--- src/rtl/regfile_write_arbiter.sv ---
// rtl/regfile_write_arbiter.sv - two-requester round-robin writeback arbiter for the 8x8 register file

module regfile_write_fifo #(
  parameter int DEPTH = 2
) (
  input  logic       clk,
  input  logic       rst_n,
  input  logic       i_push_valid,
  input  logic [2:0] i_push_addr,
  input  logic [7:0] i_push_data,
  output logic       o_push_ready,
  input  logic       i_pop,
  output logic       o_head_valid,
  output logic [2:0] o_head_addr,
  output logic [7:0] o_head_data,
  output logic [7:0] o_addr_mask
);
  localparam int AW = (DEPTH > 1) ? $clog2(DEPTH) : 1;

  logic [2:0]       r_addr [DEPTH];
  logic [7:0]       r_data [DEPTH];
  logic [DEPTH-1:0] r_vld;
  logic [AW-1:0]    r_wr_ptr;
  logic [AW-1:0]    r_rd_ptr;
  logic             w_full;
  logic             w_push;
  logic             w_pop;

  // With per-slot valid bits, the tail slot is occupied only when every slot is.
  assign w_full       = r_vld[r_wr_ptr];
  assign o_push_ready = !w_full;
  assign w_push       = i_push_valid && !w_full;
  assign o_head_valid = r_vld[r_rd_ptr];
  assign w_pop        = i_pop && o_head_valid;
  assign o_head_addr  = r_addr[r_rd_ptr];
  assign o_head_data  = r_data[r_rd_ptr];

  always_ff @(posedge clk or negedge rst_n) begin
    if (!rst_n) begin
      r_vld    <= '0;
      r_wr_ptr <= '0;
      r_rd_ptr <= '0;
    end else begin
      if (w_push) begin
        r_vld[r_wr_ptr] <= 1'b1;
        r_wr_ptr        <= r_wr_ptr + AW'(1);
      end
      if (w_pop) begin
        r_vld[r_rd_ptr] <= 1'b0;
        r_rd_ptr        <= r_rd_ptr + AW'(1);
      end
    end
  end

  always_ff @(posedge clk) begin
    if (w_push) begin
      r_addr[r_wr_ptr] <= i_push_addr;
      r_data[r_wr_ptr] <= i_push_data;
    end
  end

  always_comb begin
    o_addr_mask = '0;
    for (int i = 0; i < DEPTH; i++) begin
      if (r_vld[i]) o_addr_mask[r_addr[i]] = 1'b1;
    end
  end
endmodule

module regfile_write_arbiter #(
  parameter int DEPTH = 2
) (
  input  logic       clk,
  input  logic       rst_n,
  input  logic       a_valid,
  input  logic [2:0] a_addr,
  input  logic [7:0] a_data,
  output logic       a_ready,
  input  logic       b_valid,
  input  logic [2:0] b_addr,
  input  logic [7:0] b_data,
  output logic       b_ready,
  output logic       we3,
  output logic [2:0] wa3,
  output logic [7:0] wd3,
  output logic [7:0] busy,
  output logic [7:0] drop_count,
  output logic       idle
);
  logic       w_a_head_valid;
  logic [2:0] w_a_head_addr;
  logic [7:0] w_a_head_data;
  logic [7:0] w_a_mask;
  logic       w_b_head_valid;
  logic [2:0] w_b_head_addr;
  logic [7:0] w_b_head_data;
  logic [7:0] w_b_mask;
  logic       w_grant_a;
  logic       w_grant_b;
  logic       w_grant;
  logic [2:0] w_grant_addr;
  logic [7:0] w_grant_data;
  logic [7:0] w_busy;

  logic       r_we3;
  logic [2:0] r_wa3;
  logic [7:0] r_wd3;
  logic [7:0] r_drop_count;
  logic       r_last_grant_b;

  regfile_write_fifo #(.DEPTH(DEPTH)) u_fifo_a (
    .clk          (clk),
    .rst_n        (rst_n),
    .i_push_valid (a_valid),
    .i_push_addr  (a_addr),
    .i_push_data  (a_data),
    .o_push_ready (a_ready),
    .i_pop        (w_grant_a),
    .o_head_valid (w_a_head_valid),
    .o_head_addr  (w_a_head_addr),
    .o_head_data  (w_a_head_data),
    .o_addr_mask  (w_a_mask)
  );

  regfile_write_fifo #(.DEPTH(DEPTH)) u_fifo_b (
    .clk          (clk),
    .rst_n        (rst_n),
    .i_push_valid (b_valid),
    .i_push_addr  (b_addr),
    .i_push_data  (b_data),
    .o_push_ready (b_ready),
    .i_pop        (w_grant_b),
    .o_head_valid (w_b_head_valid),
    .o_head_addr  (w_b_head_addr),
    .o_head_data  (w_b_head_data),
    .o_addr_mask  (w_b_mask)
  );

  // On a tie the side that did not win last time gets the slot.
  assign w_grant_a    = w_a_head_valid && (!w_b_head_valid || r_last_grant_b);
  assign w_grant_b    = w_b_head_valid && (!w_a_head_valid || !r_last_grant_b);
  assign w_grant      = w_grant_a || w_grant_b;
  assign w_grant_addr = w_grant_a ? w_a_head_addr : w_b_head_addr;
  assign w_grant_data = w_grant_a ? w_a_head_data : w_b_head_data;

  always_ff @(posedge clk or negedge rst_n) begin
    if (!rst_n) begin
      r_we3          <= 1'b0;
      r_wa3          <= 3'd0;
      r_wd3          <= 8'd0;
      r_drop_count   <= 8'd0;
      r_last_grant_b <= 1'b1;
    end else begin
      r_we3 <= 1'b0;
      if (w_grant) begin
        r_last_grant_b <= w_grant_b;
        if (w_grant_addr != 3'd0) begin
          r_we3 <= 1'b1;
          r_wa3 <= w_grant_addr;
          r_wd3 <= w_grant_data;
        end else if (r_drop_count != 8'hFF) begin
          r_drop_count <= r_drop_count + 8'd1;
        end
      end
    end
  end

  assign w_busy     = w_a_mask | w_b_mask | ({7'd0, r_we3} << r_wa3);
  assign busy       = {w_busy[7:1], 1'b0};
  assign we3        = r_we3;
  assign wa3        = r_wa3;
  assign wd3        = r_wd3;
  assign drop_count = r_drop_count;
  assign idle       = !w_a_head_valid && !w_b_head_valid && !r_we3;
endmodule
--- config.mk ---
export PLATFORM = sky130hd
export DESIGN_NAME = regfile_write_arbiter
export DESIGN_NICKNAME = d
export VERILOG_FILES = /design/src/rtl/regfile_write_arbiter.sv
export SDC_FILE = /design/constraint.sdc
export NUM_CORES = 1
export LEC_CHECK = 0
export ABC_AREA = 1
export BUFFER_PORTS_ARGS = -buffer_cell sky130_fd_sc_hd__buf_4
export CAP_MARGIN = 20
export CORE_MARGIN = 2
export CORE_UTILIZATION = 45
export DETAILED_ROUTE_END_ITERATION = 10
export PLACE_DENSITY = 0.66
export RECOVER_POWER = 25
export SLEW_MARGIN = 40
export SYNTH_ARGS = -nofsm -noshare
export SYNTH_HDL_FRONTEND = slang
export SYNTH_SLANG_ARGS = --single-unit
--- constraint.sdc ---
create_clock -name clk -period 2.1 [get_ports clk]
set_input_delay 0.315 -clock clk [delete_from_list [all_inputs] [get_ports clk]]
set_output_delay 0.315 -clock clk [all_outputs]
set_load 0.05 [all_outputs]
==> impl_metrics.yaml <==
routing:
  num_vias: 2779
  routed_wl_um: 7773
  drtPass1Iterations: 4
  drt-wirelength-per-cell_um: 14.26
  ant_nets: 0
  drt_iter0_drc: 105
  viasPerCell: 5.099
  drc: 0
yosys:
  synth_fa_ha_area_share_pct: 0.3467
  yosys_register_bits: 73
  ys.flop_type: "edfxtp_1"
  ys_seq_area_share_pct: 56.76
  synth-warning-count: 0
  syn_nets: 400
  synthSimpleGateAreaFrac_pct: 29.54
  synth_top_family_by_area: "simple AND/OR/NAND/NOR gates"
  synth_edf_count: 44
  syn_area_um2: 3608
  syn_inst: 373
  synth.area.mux_share_pct: 0
  synth_compound_area_share_pct: 5.756
  ys_types: 41
  post_synth.cell_area_avg_um2: 9.674
  postSynth.asyncResetShare_pct: 39.73
  synth-xor-area-share_pct: 1.456
finish:
  final_cells: 545
  antennaDiodeCount: 0
  layout.nets: 465
  drive_gt1_share_pct: 25.28
  area_growth_pct: 19.49
  final_cell_area_um2: 4312
power:
  pwr-share-comb_pct: 54.3
  power_switching_w: 0.003697
  power_frac_clock_pct: 13.9
  p_int_w: 0.003747
  power_w: 0.007444
  power.share.switching_pct: 49.66
  leakage_nw: 1.977
  peakVddDrop_uv: 813.7
  p_per_area_nw_per_um2: 1726
  seq_power_share_pct: 31.7
clock_tree:
  post_cts_resized: 0
  cts_buffers: 9
  htreeDepth: 3
  cts_setup_buffers: 0
  cts_sinks: 73
  clkTransAtPathRegs_ns: 0.08
  clkLatencyLatePin_ns: 0.34
  clock_path_buffers: 2
  cts_tree: "yes"
  cts-root-buf: "clkbuf_8"
critical_path:
  worstPathCellList: "nand2_4 > nand2_2 > nand3_1 > nor2_2 > buf_4"
  critPathKind: "reg -> out"
  cp.required_ns: 1.78
  cp-start-kind: "flop"
  cpLargestDelayFamily: "flip-flops"
  arrival_ns: 1.67
  max_stage_delay_ns: 0.64
  crit_slowest_cell: "dfrtp_1"
  cp_max_fo: 10
  worst-path-buf-inv: 1
  worstSetupEndpointType: "output pin"
timing:
  setup_violations: 0
  max_freq_ghz: 0.5039
  holdWs_ns: 0.1753
  slew_headroom_pct: 65.25
  period_share_pct: 94.50
  hold_violations: 0
  finalSetupTns_ns: 0
  skew_ns: 0.009629
  worst_pin_slew_ns: 0.5213
  period_needed_ns: 1.985
  rsz0062_at_grt: "no"
  slew_viol_final: 0
placement:
  gp_congestion: 0.9086
  io_buffers: 55
  place_hpwl_um: 5864
  placed_area_um2: 4125
  post-place-cells: 528
global_routing:
  grt_max_degree: 30
  antenna_found_initial: 0
  grt-ovfl-total: 0
  grt_pass1_vias: 2725
  gr-usage-all-layers_pct: 19.70
  grt_pass1_wl_um: 13250
hold_path:
  worst_hold_path_type: "in -> reg"
floorplanning:
  rows: 32
  ioPinCount: 57
  dieArea_um2: 8751
  die_h_um: 93.55
  initial_core_util_pct: 46.46
  core_area_um2: 7767
  die_w_um: 93.55
status:
  status: "finished clean"
flow_run:
  drv_cap: 0
[worst register-to-register path: stages (launching register included)]
cell and delay, ns:
dfrtp_1 0.64, inv_8 0.09, nand2_4 0.09, nand3_4 0.10, nand2_4 0.20, inv_1 0.12
nand2_1 0.07, nand2_1 0.09, nor2_4 0.20, nand4_1 0.12, nand2_1 0.08
[cells by family (layout without fill, tap and decap cells)]
family | count (synthesis) | count (layout)
AOI/OAI and AO/OA | 32 | 32
buffers and inverters | 44 | 114
other | 1 | 1
and+or+nand+nor | 216 | 216
xor gates and xnor gates | 6 | 6
DFF | 73 | 73
adders and majority gates | 1 | 1
[synthesized netlist by cell type, types with 3 or more instances]
library cell  instances  area share (%)
edfxtp_1             44              37
nand2_2              15             2.6
xor2_1                4            0.97
nor2_4                3            0.94
nor2_1               25             2.6
inv_1                32             3.3
a21oi_1               5            0.69
o21ai_0              10             1.4
o211ai_1              3            0.62
a32oi_1               3            0.73
nand4_1              18             3.1
nand2_1             105              11
dfrtp_1              28              19
nand3_2               3            0.83
nand3_1              32             4.4
nand2_4               7             2.2
buf_4                 3            0.62
[power by group through the flow]
stage | registers [W] | logic, W | clock network, W
after floorplan | 0.00269 | 0.00282 | 0
after global placement | 0.00237 | 0.00403 | 0
after detailed placement | 0.00238 | 0.00407 | 0
after CTS | 0.00236 | 0.00409 | 0.00107
after global routing | 0.00240 | 0.00450 | 0.00115
final | 0.00236 | 0.00404 | 0.00104
[state kept, by name, summed over array words and instances, names as in the netlist]
| signal | cells |
|---|---|
| we3 | 1 |
| r_last_grant_b | 1 |
| u_fifo_a.r_vld | 2 |
| u_fifo_a.r_data | 16 |
| u_fifo_b.r_data | 16 |
| wa3 | 3 |
| drop_count | 8 |
| wd3 | 8 |
| u_fifo_b.r_wr_ptr | 1 |
| u_fifo_a.r_rd_ptr | 1 |
| u_fifo_a.r_addr | 6 |
| u_fifo_b.r_vld | 2 |
| u_fifo_b.r_rd_ptr | 1 |
| u_fifo_a.r_wr_ptr | 1 |
| u_fifo_b.r_addr | 6 |
[layout by cell type (no fill, tap or decap), types with 2 or more instances in the layout]
cell / instances
a21oi_1: 5
a22oi_1: 2
a32oi_1: 3
buf_4: 40
clkbuf_1: 5
clkbuf_4: 19
clkbuf_8: 9
clkinv_2: 2
dfrtp_1: 28
edfxtp_1: 44
inv_1: 32
inv_2: 2
nand2_1: 105
nand2_2: 15
nand2_4: 7
nand3_1: 32
nand3_2: 3
nand3b_1: 2
nand4_1: 18
nor2_1: 24
nor2_2: 2
nor2_4: 3
o2111ai_1: 2
o211ai_1: 3
o21ai_0: 9
o21ai_1: 2
o22ai_1: 2
or2_2: 2
xnor2_1: 2
xor2_1: 4
[final timing paths]
kind | end | slack, ns | startpoint | cells after the start
max in group asynchronous | r_last_grant_b | 1.34 | rst_n | 2
worst min register to register | wd3[1] | 0.49 | wd3[1] | 2
worst min-delay path | u_fifo_a.r_data[1][4] | 0.18 | a_data[4] | 1
worst max-delay path | idle | 0.12 | u_fifo_b.r_rd_ptr | 5
min in group asynchronous | drop_count[4] | 0.43 | rst_n | 2
worst max register to register | drop_count[1] | 0.25 | u_fifo_b.r_rd_ptr | 10
[stage by stage]
stage | utilization (%) | setup slack [ns]
after floorplan | - | 0.08149
after global placement | 53.11 | 0.3357
after detailed placement | 53.11 | 0.2518
after CTS | 55.65 | 0.1047
after global routing | 55.51 | 0.01299
final | 55.51 | 0.1154
[cell type report]
cell class | count | area (um^2)
clock inverters | 5 | 56.30
multi-input cells | 256 | 1345
clock buffers | 11 | 131.4
flip-flops and latches | 73 | 2048
well taps | 102 | 127.6
inverters | 35 | 138.9
repair buffers | 63 | 464.2
fillers | 705 | 3456
[metal layers]
metal	wire length [um]	part of all wire, %	track usage [%]
met1	3576	46	26.95
met5	0	0	0
met3	377	4.9	3.948
met2	3679	47	31.24
met4	140	1.8	7.246
[repair_timing]
item | in CTS | in global routing
endpoints found under the setup margin | 0 | 0
endpoints found under the hold margin | 28 | 0
hold buffers | 1 | 0
Power figures use the tool's default switching activity.
